==> config.mk <==
export PLATFORM = sky130hd
export DESIGN_NAME = input_conditioner
export DESIGN_NICKNAME = d
export VERILOG_FILES = /design/src/rtl/input_cond_pkg.sv /design/src/rtl/debounce_channel.sv /design/src/rtl/input_conditioner.sv
export SDC_FILE = /design/constraint.sdc
export NUM_CORES = 1
export LEC_CHECK = 0
export BUFFER_PORTS_ARGS = -buffer_cell sky130_fd_sc_hd__buf_4
export CORE_MARGIN = 1
export CORE_UTILIZATION = 45
export CTS_CLUSTER_DIAMETER = 60
export DETAILED_ROUTE_END_ITERATION = 10
export GPL_ROUTABILITY_DRIVEN = 0
export SYNTH_ARGS = -nofsm -noshare
export SYNTH_HDL_FRONTEND = slang
export SYNTH_SLANG_ARGS = --single-unit
==> constraint.sdc <==
create_clock -name clock -period 2.34 [get_ports clock]
set_input_delay 0.468 -clock clock [delete_from_list [all_inputs] [get_ports clock]]
set_output_delay 0.468 -clock clock [all_outputs]
set_load 0.1 [all_outputs]
==> src/rtl/input_cond_pkg.sv <==
// Shared types and default parameter values for the input conditioner.
// Optional auto-repeat is enabled by defining AUTO_REPEAT_EN.
package input_cond_pkg;

    typedef enum logic [1:0] {
        IDLE      = 2'd0,
        RISE_WAIT = 2'd1,
        HIGH      = 2'd2,
        FALL_WAIT = 2'd3
    } debounce_state_t;

    localparam int DEF_CHANNELS        = 2;
    localparam int DEF_SYNC_STAGES     = 2;
    localparam int DEF_DEBOUNCE_CYCLES = 16;
    localparam int DEF_REPEAT_CYCLES   = 1024;

endpackage

==> src/rtl/debounce_channel.sv <==
// One conditioning channel: synchroniser, debounce FSM with down-counter and,
// when AUTO_REPEAT_EN is defined, an auto-repeat counter active in HIGH.
module debounce_channel
    import input_cond_pkg::*;
#(
    parameter int SYNC_STAGES     = DEF_SYNC_STAGES,
    parameter int DEBOUNCE_CYCLES = DEF_DEBOUNCE_CYCLES,
    parameter int REPEAT_CYCLES   = DEF_REPEAT_CYCLES
) (
    input  logic clock,
    input  logic n_reset,
    input  logic raw_in,
    output logic level_out,
    output logic pulse_out
);

    localparam int CNT_W = $clog2(DEBOUNCE_CYCLES + 1);
    localparam logic [CNT_W-1:0] CNT_LOAD = CNT_W'(DEBOUNCE_CYCLES - 1);
    localparam logic [CNT_W-1:0] CNT_ZERO = {CNT_W{1'b0}};
    localparam logic [CNT_W-1:0] CNT_ONE  = CNT_W'(1);

    if (SYNC_STAGES < 2 || DEBOUNCE_CYCLES < 1 || REPEAT_CYCLES < 1) begin : g_param_check
        $error("debounce_channel: illegal parameter value");
    end

    logic [SYNC_STAGES-1:0] sync_q;
    logic                   sync_s;
    debounce_state_t        state_q, state_d;
    logic [CNT_W-1:0]       cnt_q, cnt_d;
    logic                   level_q, level_d;
    logic                   pulse_q, pulse_d;
    logic                   press_s;

    assign sync_s    = sync_q[SYNC_STAGES-1];
    assign level_out = level_q;
    assign pulse_out = pulse_q;

    // Synchroniser shift chain for the asynchronous raw input.
    always_ff @(posedge clock or negedge n_reset) begin
        if (!n_reset) begin
            sync_q <= {SYNC_STAGES{1'b0}};
        end else begin
            sync_q <= {sync_q[SYNC_STAGES-2:0], raw_in};
        end
    end

    // Debounce next-state logic; the counter only moves while a WAIT state is pending.
    always_comb begin
        state_d = state_q;
        cnt_d   = cnt_q;
        press_s = 1'b0;
        unique case (state_q)
            IDLE: begin
                if (sync_s) begin
                    state_d = RISE_WAIT;
                    cnt_d   = CNT_LOAD;
                end else begin
                    state_d = IDLE;
                end
            end
            RISE_WAIT: begin
                if (!sync_s) begin
                    state_d = IDLE;
                end else if (cnt_q == CNT_ZERO) begin
                    state_d = HIGH;
                    press_s = 1'b1;
                end else begin
                    cnt_d = cnt_q - CNT_ONE;
                end
            end
            HIGH: begin
                if (!sync_s) begin
                    state_d = FALL_WAIT;
                    cnt_d   = CNT_LOAD;
                end else begin
                    state_d = HIGH;
                end
            end
            FALL_WAIT: begin
                if (sync_s) begin
                    state_d = HIGH;
                end else if (cnt_q == CNT_ZERO) begin
                    state_d = IDLE;
                end else begin
                    cnt_d = cnt_q - CNT_ONE;
                end
            end
            default: begin
                state_d = IDLE;
            end
        endcase
        level_d = (state_d == HIGH) || (state_d == FALL_WAIT);
    end

`ifdef AUTO_REPEAT_EN
    localparam int REP_W = $clog2(REPEAT_CYCLES + 1);
    localparam logic [REP_W-1:0] REP_LAST = REP_W'(REPEAT_CYCLES - 1);
    localparam logic [REP_W-1:0] REP_ZERO = {REP_W{1'b0}};
    localparam logic [REP_W-1:0] REP_ONE  = REP_W'(1);

    logic [REP_W-1:0] rep_q, rep_d;
    logic             rep_fire_s;

    // Repeat counter runs while HIGH persists, holds through FALL_WAIT, clears otherwise.
    always_comb begin
        rep_d      = rep_q;
        rep_fire_s = 1'b0;
        if (state_q == HIGH && state_d == HIGH) begin
            if (rep_q == REP_LAST) begin
                rep_d      = REP_ZERO;
                rep_fire_s = 1'b1;
            end else begin
                rep_d = rep_q + REP_ONE;
            end
        end else if (state_d == IDLE || state_d == RISE_WAIT) begin
            rep_d = REP_ZERO;
        end else begin
            rep_d = rep_q;
        end
        pulse_d = press_s | rep_fire_s;
    end

    // Repeat counter register.
    always_ff @(posedge clock or negedge n_reset) begin
        if (!n_reset) begin
            rep_q <= REP_ZERO;
        end else begin
            rep_q <= rep_d;
        end
    end
`else
    assign pulse_d = press_s;
`endif

    // FSM, counter and registered outputs.
    always_ff @(posedge clock or negedge n_reset) begin
        if (!n_reset) begin
            state_q <= IDLE;
            cnt_q   <= CNT_ZERO;
            level_q <= 1'b0;
            pulse_q <= 1'b0;
        end else begin
            state_q <= state_d;
            cnt_q   <= cnt_d;
            level_q <= level_d;
            pulse_q <= pulse_d;
        end
    end

endmodule

==> src/rtl/input_conditioner.sv <==
// Top level: CHANNELS independent debounce channels. Define AUTO_REPEAT_EN
// to enable held-button auto-repeat pulses.
module input_conditioner
    import input_cond_pkg::*;
#(
    parameter int CHANNELS        = DEF_CHANNELS,
    parameter int SYNC_STAGES     = DEF_SYNC_STAGES,
    parameter int DEBOUNCE_CYCLES = DEF_DEBOUNCE_CYCLES,
    parameter int REPEAT_CYCLES   = DEF_REPEAT_CYCLES
) (
    input  logic                clock,
    input  logic                n_reset,
    input  logic [CHANNELS-1:0] raw_in,
    output logic [CHANNELS-1:0] level_out,
    output logic [CHANNELS-1:0] pulse_out
);

    for (genvar g = 0; g < CHANNELS; g++) begin : g_ch
        debounce_channel #(
            .SYNC_STAGES     (SYNC_STAGES),
            .DEBOUNCE_CYCLES (DEBOUNCE_CYCLES),
            .REPEAT_CYCLES   (REPEAT_CYCLES)
        ) u_ch (
            .clock     (clock),
            .n_reset   (n_reset),
            .raw_in    (raw_in[g]),
            .level_out (level_out[g]),
            .pulse_out (pulse_out[g])
        );
    end

endmodule

==> results of run 1 <==
-- cells in the mapped netlist --
| master | number | area [µm²] |
|---|---|---|
| o22ai_1 | 1 | 6.260 |
| nor4_1 | 1 | 6.260 |
| nor3b_1 | 2 | 15.01 |
| ha_1 | 4 | 50.05 |
| xnor2_1 | 2 | 17.52 |
| nand3_1 | 1 | 5.000 |
| inv_1 | 6 | 22.52 |
| a21oi_4 | 1 | 16.27 |
| nand2b_1 | 2 | 12.51 |
| xor2_1 | 1 | 8.760 |
| nor4b_4 | 1 | 23.77 |
| or2_2 | 2 | 12.51 |
| mux2_4 | 2 | 30.03 |
| o221a_2 | 1 | 11.26 |
| or3b_1 | 1 | 8.760 |
| a41oi_4 | 1 | 27.53 |
| o21ai_0 | 2 | 10.01 |
| nor3_1 | 2 | 10.01 |
| nand4b_1 | 1 | 8.760 |
| nand2_2 | 1 | 6.260 |
| o221a_1 | 1 | 11.26 |
| mux2_2 | 4 | 45.04 |
| a21oi_1 | 1 | 5.000 |
| clkbuf_1 | 1 | 3.750 |
| or3b_2 | 1 | 8.760 |
| nand2_1 | 6 | 22.52 |
| a2bb2oi_1 | 2 | 17.52 |
| and3_1 | 1 | 6.260 |
| mux2_1 | 2 | 22.52 |
| nor2_1 | 1 | 3.750 |
| nand4_1 | 2 | 12.51 |
| dfrtp_1 | 22 | 550.5 |
| buf_4 | 4 | 30.03 |
| or2b_1 | 1 | 7.510 |
| a211o_1 | 1 | 8.760 |
-- cell type report --
| class | count | area [µm²] | share of cell area |
|---|---|---|---|
| flip-flops and latches | 22 | 550.5 | 0.4767 |
| repair buffers | 7 | 52.55 | 0.04550 |
| multi-input cells | 52 | 457.9 | 0.3965 |
| well taps | 28 | 35.03 | 0.03034 |
| inverters | 6 | 22.52 | 0.01950 |
| clock buffers | 4 | 36.28 | 0.03142 |
-- path summary, 6_finish.rpt --
check / to / slack, ps
max: g_ch[0].u_ch.cnt_q[4] / 790
min: g_ch[0].u_ch.cnt_q[4] / 20
max reg2reg: g_ch[0].u_ch.cnt_q[4] / 790
min reg2reg: g_ch[0].u_ch.sync_q[1] / 370
max in group asynchronous: g_ch[0].u_ch.cnt_q[3] / 2100
min in group clock: g_ch[1].u_ch.sync_q[0] / 260
-- logic make-up after synthesis --
group,synth area share
AOI/OAI and AO/OA,0.1069
xor gates and xnor gates,0.02468
adders and majority gates,0.04701
buffers and inverters,0.05288
DFF,0.5170
muxes,0.09165
and+or+nand+nor,0.1598
-- flip-flops by register name (all words and copies together), names as in the netlist --
signal,flops
g_ch.u_ch.pulse_out,2
g_ch.u_ch.sync_q,4
g_ch.u_ch.level_out,2
g_ch.u_ch.state_q,4
g_ch.u_ch.cnt_q,10
-- per-layer routing --
layer	vias to the layer above	track usage	routed length (µm)
met5	-	0	0
met4	0	0.09722	44
met3	5	0.02727	44
met2	10	0.2133	664
met1	309	0.1900	759
li1	308	-	-
-- per-stage QoR --
step	util	hold WS [ps]	std cells	total power [mW]	instance area [µm²]
2_1_floorplan	-	172.4	85	0.8991	1065
3_3_place_gp	0.5057	335.0	115	0.9630	1119
3_5_place_dp	0.5057	338.6	115	0.9733	1119
4_1_cts	0.5221	15.91	119	1.187	1155
5_1_grt	0.5221	23.54	119	1.255	1155
6_report	0.5221	21.56	119	1.172	1155
-- power by group through the flow --
stage                     logic [mW]  clock network [mW]  registers [mW]
after floorplan                0.334                   0           0.565
after global placement         0.366                   0           0.597
after detailed placement       0.373                   0           0.600
after CTS                      0.376               0.220           0.591
after global routing           0.412               0.235           0.608
final                          0.372               0.209           0.590
==> metrics.md, run 1 <==
| Metric | Value |
|---|---|
| Status | completed |
| Most frequent cells in the layout | dfrtp_1 (22), buf_4 (7), inv_1 (6), nand2_1 (6) |
| Worst-path cell chain | inv_1 > ha_1 > or3b_1 > and3_1 > a211o_1 |
| Seq/Total Area, Yosys | 0.5170 |
| Pre-CTS setup slack | 805.2 ps |
| Startpoint types | flip-flop |
| Initial antenna violation count | 0 |
| Pint | 0.7565 mW |
| Share of cells above drive strength 1 | 0.2747 |
| Tmin final | 1547 ps |
| CTS clk-pin slew, worst paths | 120 ps |
| Clock share of power | 0.179 |
| Setup bufs post-CTS | 0 |
| Crit Path Category | flip-flop to flip-flop |
| Gr usage total | 0.1443 |
| Clk_skew | 4.867 ps |
| Cell count after synthesis | 85 |
| Core area | 0.002212 mm² |
| Leakage | 0.5183 nW |
| Post-layout nets | 100 |
| CTS tree | done |
| ANT nets after route | 0 |
| Sw Pwr | 0.4156 mW |
| Unique cell type count in the Yosys netlist | 35 |
| Drc violations | 0 |
| Stages on worst setup path | 5 |
| FF+latch count, synth | 22 |
| Most common cell after layout, fill and taps aside | dfrtp_1 |
| Pins Over Slew Limit | 0 |
| Combinational share of power | 0.318 |
| CP startpoint | g_ch[0].u_ch.cnt_q[0] |
| Fillers | 199 |
| Bufs and invs on worst path | 1 |
| Critical path's largest stage delay | 420 ps |
| Clock root buffer | clkbuf_4 |
| Antenna fix cells | 0 |
| Final Hold Vio Count | 0 |
| Min-Delay Path Class | input pin to async pin |
| IO buf count | 7 |
| Worst skew pair latency | 310 ps |
| Syn-to-layout area delta | 8.461% |
| Row cnt | 17 |
| Mapped cell area | 0.001065 mm² |
| Worst flop-to-flop path startpoint | g_ch[0].u_ch.cnt_q[0] |
| Routed WL | 1512 µm |
| Cell area power density | 1015 mW/mm² |
| Worst Path Max Fanout | 4 |
| WL/cell | 12.71 µm |
| DR vias | 632 |
| Htree depth | 1 |
| Die Footprint | 0.002565 mm² |
| Part of the power in registers | 0.504 |
| Endpoints failing setup | 0 |
| Worst-Margin Slew | 521.9 ps |
| Post-Syn Nets | 93 |
| Effective utilization at floorplan | 0.4813 |
| Yosys warnings | 0 |
| Count of hold-fix buffers inserted at cts | 0 |
| Die width | 50.65 µm |
| Post-DP HPWL | 1062 µm |
| Final Worst Setup Slack | 792.8 ps |
| Worst setup EP type | flip-flop |
| Slowest cell on the critical path | dfrtp_1 |
| Inserted Clock Buffers | 3 |
| First-pass GRT wire length | 2718 µm |
| RSZ-0062 raised after global routing | no |
| Clock buffer depth | 2 |
| Sw Share | 0.3546 |
| Largest net degree at the start of global routing | 23 |
| Part of the cycle the worst path needs | 0.6612 |
| Max Cap Viol | 0 |
| Top delay family on crit path | simple AND/OR/NAND/NOR gates |
| Max-Slew Margin vs Limit | 0.6496 |
| FF-to-FF path depth | 5 |
| Die Ht | 50.65 µm |
| Setup TNS | 0 ps |
| Worst EP arrival | 1750 ps |
| Worst Path Required | 2550 ps |
| 1st-iter DRT viols | 7 |
| Post-cts gate resize count | 0 |
| Maximum clock rate | 646.3 MHz |
| CTS sink cnt | 22 |
| Ports | 8 |
| Syn_area_per_cell | 12.53 µm² |
| Number of global-route vias before repair | 624 |
| Congestion Overflow GR | 0 |
| VDD IR max | 0.4362 mV |
| DRT Pass-1 Iters | 4 |
| Detail-routed via count per cell | 5.311 |
(Power assumes the default switching activity.)
==> inputs of run 2 (changes only) <==
- ABC_AREA: not set -> 1
- clock period: 2.34 -> 1.49 ns (I/O delays scaled with it)
==> run 2 against run 1 <==
  * Register-to-register slack got worse by 560 ps
  * Design area up 1.1%
  * Hold slack improved by 74 ps
  * Non-clock buffer count rose by 1
  * Count of clock-buffer cells in the layout unchanged
  * Global-route usage is 0.67 points higher
  * Synthesized cell count grew 41%
  * Cell count up 31%
  * First-iteration DRC count rose by 57%
==> metrics.md, run 2 <==
| Metric | Value |
|---|---|
| Antenna fix cells | 0 |
| Part of the cycle the worst path needs | 0.8430 |
| Min-Delay Path Class | input pin to flip-flop |
| Top cell type's share of synthesized area | 0.5176 |
| Clk_skew | 2.180 ps |
| IO buf count | 7 |
| Effective utilization at floorplan | 0.4808 |
| 1st-iter DRT viols | 11 |
| Mapped cell area | 0.001064 mm² |
| Seq/Total Area, Yosys | 0.5176 |
| Main synth FF type | dfrtp_1 |
| Startpoint types | flip-flop |
| Detail-routed via count per cell | 4.859 |
| Async SR Flop Fraction | 1.000 |
| WL/cell | 9.737 µm |
| Placed cells | 151 |
| Worst-Margin Slew | 331.8 ps |
| Maximum clock rate | 796.2 MHz |
| Area after DPL | 0.001121 mm² |
| Max Cap Viol | 0 |
| Worst Path Required | 1730 ps |
| Die Footprint | 0.002562 mm² |
| Max-Slew Margin vs Limit | 0.7772 |
| Most frequent cells in the layout | nand2_1 (38), dfrtp_1 (22), inv_1 (14), o21ai_1 (10), nand3_1 (10) |
| Endpoints failing setup | 0 |
| Pre-CTS setup slack | 241.9 ps |
| Fin Hold WS | 95.26 ps |
| Top reg by flops | g_ch.u_ch.cnt_q |
| Worst Path Max Fanout | 5 |
| Synth area leaders | dfrtp_1 (52%), nand2_1 (13%), inv_1 (4.9%) |
| Congestion Overflow GR | 0 |
| Post-Synth XOR/XNOR Area | 0.01647 |
| Cell area power density | 2124 mW/mm² |
| DRT Pass-1 Iters | 4 |
| FF+latch count, synth | 22 |
| Finished layout cell area | 0.001167 mm² |
| Multiplexer share of the synthesized area | 0 |
| Row cnt | 17 |
| First-pass GRT wire length | 2808 µm |
| DR vias | 758 |
| Most frequent cell after synthesis | nand2_1 |
| ANT nets after route | 0 |
| Leading area contributor after synthesis | dfrtp_1 |
| Yosys warnings | 0 |
| RSZ-0062 raised after global routing | no |
| Most common cell after layout, fill and taps aside | nand2_1 |
| Status | completed |
| Fillers | 217 |
| Syn_area_per_cell | 8.863 µm² |
| Post-layout nets | 137 |
| Most instantiated cells after synthesis | nand2_1 (38), dfrtp_1 (22), inv_1 (14), nand3_1 (10), o21ai_1 (10) |
| Pins Over Slew Limit | 0 |
| VDD IR max | 1.299 mV |
| Largest net degree at the start of global routing | 23 |
| Final Hold Vio Count | 0 |
| Number of global-route vias before repair | 694 |
| Tmin final | 1256 ps |
| Unique cell type count in the Yosys netlist | 14 |
| Share of cells above drive strength 1 | 0.1797 |
| Register area | 550.5 µm² |
| Post-synthesis compound-gate area fraction | 0.04706 |
| Post-Syn Nets | 128 |
| Main combinational cell family by area after synthesis | simple AND/OR/NAND/NOR gates |
| Worst setup EP type | flip-flop |
| Inserted Clock Buffers | 3 |
| Setup TNS | 0 ps |
| Gr usage total | 0.1510 |
| Largest regs | g_ch.u_ch.cnt_q (10), g_ch.u_ch.state_q (4), g_ch.u_ch.sync_q (4) |
| Die Ht | 50.62 µm |
| Ports | 8 |
| Clock buffer depth | 2 |
| Leakage | 0.5959 nW |
| Worst EP arrival | 1490 ps |
| Setup bufs post-CTS | 0 |
| Initial antenna violation count | 0 |
| Drc violations | 0 |
| Final Worst Setup Slack | 234.0 ps |
| CTS sink cnt | 22 |
| Number of flip-flops in the largest register | 10 |
| Die width | 50.62 µm |
| Syn-to-layout area delta | 9.765% |
| Cell count after synthesis | 120 |
| Synth Area in Simple Gates | 0.2871 |
| Clock root buffer | clkbuf_4 |
| Htree depth | 1 |
| Post-DP HPWL | 1123 µm |
| Routed WL | 1519 µm |
| CTS tree | done |
| Footprint of the multi-input gates | 422.9 µm² |
| EDFF count, synth | 0 |
| Fin cells | 156 |
| Core area | 0.002212 mm² |
| CTS clk-pin slew, worst paths | 120 ps |
| Crit Path Category | flip-flop to flip-flop |
| Synthesized-area fraction occupied by adder cells | 0.04706 |
| Worst skew pair latency | 300 ps |
==> run 2: worst max-delay path: stages, from the launching register on <==
cell and delay, ps:
dfrtp_1 360, inv_1 90, ha_1 250, or2_2 300
nand3_1 70, nand2_1 50, o21ai_1 70
==> run 2: final cells by class <==
type,instances,area share
clock buffers,4,0.03108
inverters,16,0.05145
multi-input cells,78,0.3623
flip-flops and latches,22,0.4716
well taps,28,0.03001
repair buffers,8,0.05359
==> run 2: final timing paths <==
path | endpoint | from | cells past startpoint | slack [ps]
min in group asynchronous | g_ch[1].u_ch.pulse_out | n_reset | 2 | 400
max in group asynchronous | g_ch[0].u_ch.state_q[0] | n_reset | 2 | 870
worst min-delay path | g_ch[0].u_ch.sync_q[0] | raw_in[0] | 1 | 100
worst min register to register | g_ch[0].u_ch.sync_q[1] | g_ch[0].u_ch.sync_q[0] | 0 | 370
worst max register to register | g_ch[1].u_ch.cnt_q[2] | g_ch[1].u_ch.cnt_q[0] | 6 | 230
worst max-delay path | g_ch[1].u_ch.cnt_q[2] | g_ch[1].u_ch.cnt_q[0] | 6 | 230
==> run 2: per-layer routing <==
layer	global-route usage	share of wire
met1	0.1602	0.44
met2	0.2689	0.50
met3	0.05455	0.030
met4	0.06019	0.020
met5	0	0
==> run 2: where the power goes <==
group	switching [mW]	internal [mW]	total, mW
registers	0.185	0.820	1.00
logic	0.767	0.387	1.15
clock network	0.172	0.149	0.321
==> run 2: cells by family (layout without fill, tap and decap cells) <==
group,after synthesis,after routing
xor+xnor,2,2
fa+ha+maj,4,4
buf+inv,20,28
flops,22,22
compound gates,10,10
simple gates,62,62
==> run 2: repair_timing <==
item | in CTS | in global routing
resized for setup | 0 | 0
hold buffers | 1 | 0
hold endpoints to repair | 22 | 0
==> run 2: per-stage QoR <==
stage | power, mW | utilization
finish | 2.480 | 0.5277
global route | 2.718 | 0.5277
CTS | 2.514 | 0.5277
detailed placement | 2.184 | 0.5068
global placement | 2.159 | 0.5068
floorplan | 1.991 | -
==> inputs of run 3 (changes only) <==
- clock period: 1.49 -> 1.1 ns (I/O delays scaled with it)
==> run 3 against run 2 <==
  * The flow now finishes with violations (setup timing)
  * Die area is the same
  * Sequential power increased by 36%
  * Design area grew 21%
  * Clock power rose by 12%
  * Cell count up 9.6%
  * Largest power group unchanged
  * Setup slack got worse by 380 ps
  * Non-clock buffer count grew 14
  * Wire length grew 28%
  * Register-to-register slack lost 380 ps
  * Utilization rose by 11 points
  * Clock skew about the same
==> metrics.md, run 3 (synthesis results as in run 2) <==
| Metric | Value |
|---|---|
| First-pass GRT wire length | 3180 µm |
| Part of the cycle the worst path needs | 1.137 |
| Drc violations | 0 |
| Fin cells | 171 |
| IO buf count | 7 |
| Max-Slew Margin vs Limit | 0.7104 |
| Pins Over Slew Limit | 0 |
| Worst hold stages | 1 |
| Inserted Clock Buffers | 3 |
| Endpoints failing setup | 20 |
| Cell area power density | 2927 mW/mm² |
| RSZ-0062 raised after global routing | yes |
| Clk_skew | 2.516 ps |
| Syn-to-layout area delta | 32.47% |
| Crit Path Category | flip-flop to flip-flop |
| CTS clk-pin slew, worst paths | 120 ps |
| Worst EP arrival | 1460 ps |
| CTS tree | done |
| Post-DP HPWL | 1143 µm |
| Routed WL | 1946 µm |
| Share of cells above drive strength 1 | 0.3776 |
| Final Hold Vio Count | 0 |
| Number of flip-flops in the largest register | 10 |
| Top reg by flops | g_ch.u_ch.cnt_q |
| Worst-Margin Slew | 431.2 ps |
| Most frequent cells in the layout | nand2_1 (35), dfrtp_1 (22), buf_4 (16), inv_1 (10), o21ai_1 (8) |
| Worst skew pair latency | 300 ps |
| Failing checks | setup timing |
| DRT Pass-1 Iters | 4 |
| Initial antenna violation count | 0 |
| Worst setup EP type | flip-flop |
| Number of global-route vias before repair | 753 |
| Die Footprint | 0.002562 mm² |
| Antenna fix cells | 0 |
| Congestion Overflow GR | 0 |
| Gr usage total | 0.1715 |
| Ports | 8 |
| Detail-routed via count per cell | 4.731 |
| Placed cells | 157 |
| Status | finished with violations |
| Max Cap Viol | 0 |
| Total Power | 4.123 mW |
| Clock root buffer | clkbuf_4 |
| Die Ht | 50.62 µm |
| CTS sink cnt | 22 |
| 1st-iter DRT viols | 11 |
| Die width | 50.62 µm |
| ANT nets after route | 0 |
| Most common cell after layout, fill and taps aside | nand2_1 |
| Core area | 0.002212 mm² |
| VDD IR max | 1.932 mV |
| Tmin final | 1251 ps |
| Worst Path Max Fanout | 5 |
| Post-layout nets | 153 |
| Min-Delay Path Class | input pin to flip-flop |
| Largest net degree at the start of global routing | 23 |
| Maximum clock rate | 799.4 MHz |
| Setup TNS | -1948 ps |
| DR vias | 809 |
| Worst Path Required | 1300 ps |
| WL/cell | 11.38 µm |
| Row cnt | 17 |
| Htree depth | 1 |
| Largest regs | g_ch.u_ch.cnt_q (10), g_ch.u_ch.state_q (4), g_ch.u_ch.sync_q (4) |
| Leakage | 0.6761 nW |
| Effective utilization at floorplan | 0.4808 |
| Startpoint types | flip-flop |
| FF-to-FF path depth | 7 |
| Final Worst Setup Slack | -151.0 ps |
| Clock buffer depth | 2 |
## run 3: cell types whose count changed in the layout (fill, tap and decap cells not counted), sizes merged
cell	delta
nor2	+2
buf	+13
clkbuf	-1
dlygate4sd3	+1
## run 3: cell type report
type	instances	area, µm²
fill	176	803.3
sequential	22	550.5
multi-input combinational	80	538.0
timing repair buffer	22	200.2
inverter	16	62.56
tap	28	35.03
clock buffer	3	22.52
## run 3: path summary, 6_finish.rpt
check	startpoint	end	slack, ps
worst max-delay path	g_ch[0].u_ch.cnt_q[1]	g_ch[0].u_ch.state_q[1]	-150
worst min register to register	g_ch[0].u_ch.sync_q[0]	g_ch[0].u_ch.sync_q[1]	360
worst max register to register	g_ch[0].u_ch.cnt_q[1]	g_ch[0].u_ch.state_q[1]	-150
max in group asynchronous	n_reset	g_ch[1].u_ch.state_q[0]	560
min in group asynchronous	n_reset	g_ch[1].u_ch.sync_q[1]	320
worst min-delay path	raw_in[1]	g_ch[1].u_ch.sync_q[0]	20
## run 3: stage by stage
step                      setup WS, ps  area (µm²)  utilization  hold slack (ps)
after CTS                       -116.1        1323       0.5979            7.031
after global placement          -90.59        1189       0.5373            121.8
final                           -151.0        1409       0.6369            15.30
after detailed placement        -120.2        1189       0.5373            122.9
after floorplan                 -16.81        1086            -           -75.59
after global routing            -219.0        1409       0.6369            2.826
## run 3: worst max-delay path, cell delays in order, from the launching register on
cell and delay [ps]:
dfrtp_1 420, inv_2 110, ha_4 150, nand3_4 60, nor2_4 200, inv_4 80, nand2_2 80, o21ai_2 50
## run 3: routing by layer
layer  up-vias  global-route usage  wire length [µm]
met3         2             0.05455                58
li1        414                   -                 -
met5         -                   0                 0
met2        14              0.3022              1042
met4         0             0.05556                16
met1       379              0.1946               830
## run 3: power by group
part / leakage (nW) / internal [mW] / total (mW) / switching (mW)
registers: 0.268 / 1.11 / 1.36 / 0.251
logic: 0.394 / 1.02 / 2.40 / 1.38
clock network: 0.0138 / 0.128 / 0.359 / 0.231
total: 0.676 / 2.26 / 4.12 / 1.87
## run 3: timing repair
action / 4_1_cts / 5_1_grt
pin swaps: 6 / 5
setup endpoints to repair: 21 / 22
buffers inserted: 4 / 3
hold buffers: 1 / 1
hold endpoints to repair: 22 / 1
gates resized for setup: 14 / 10
gates cloned: 1 / 1
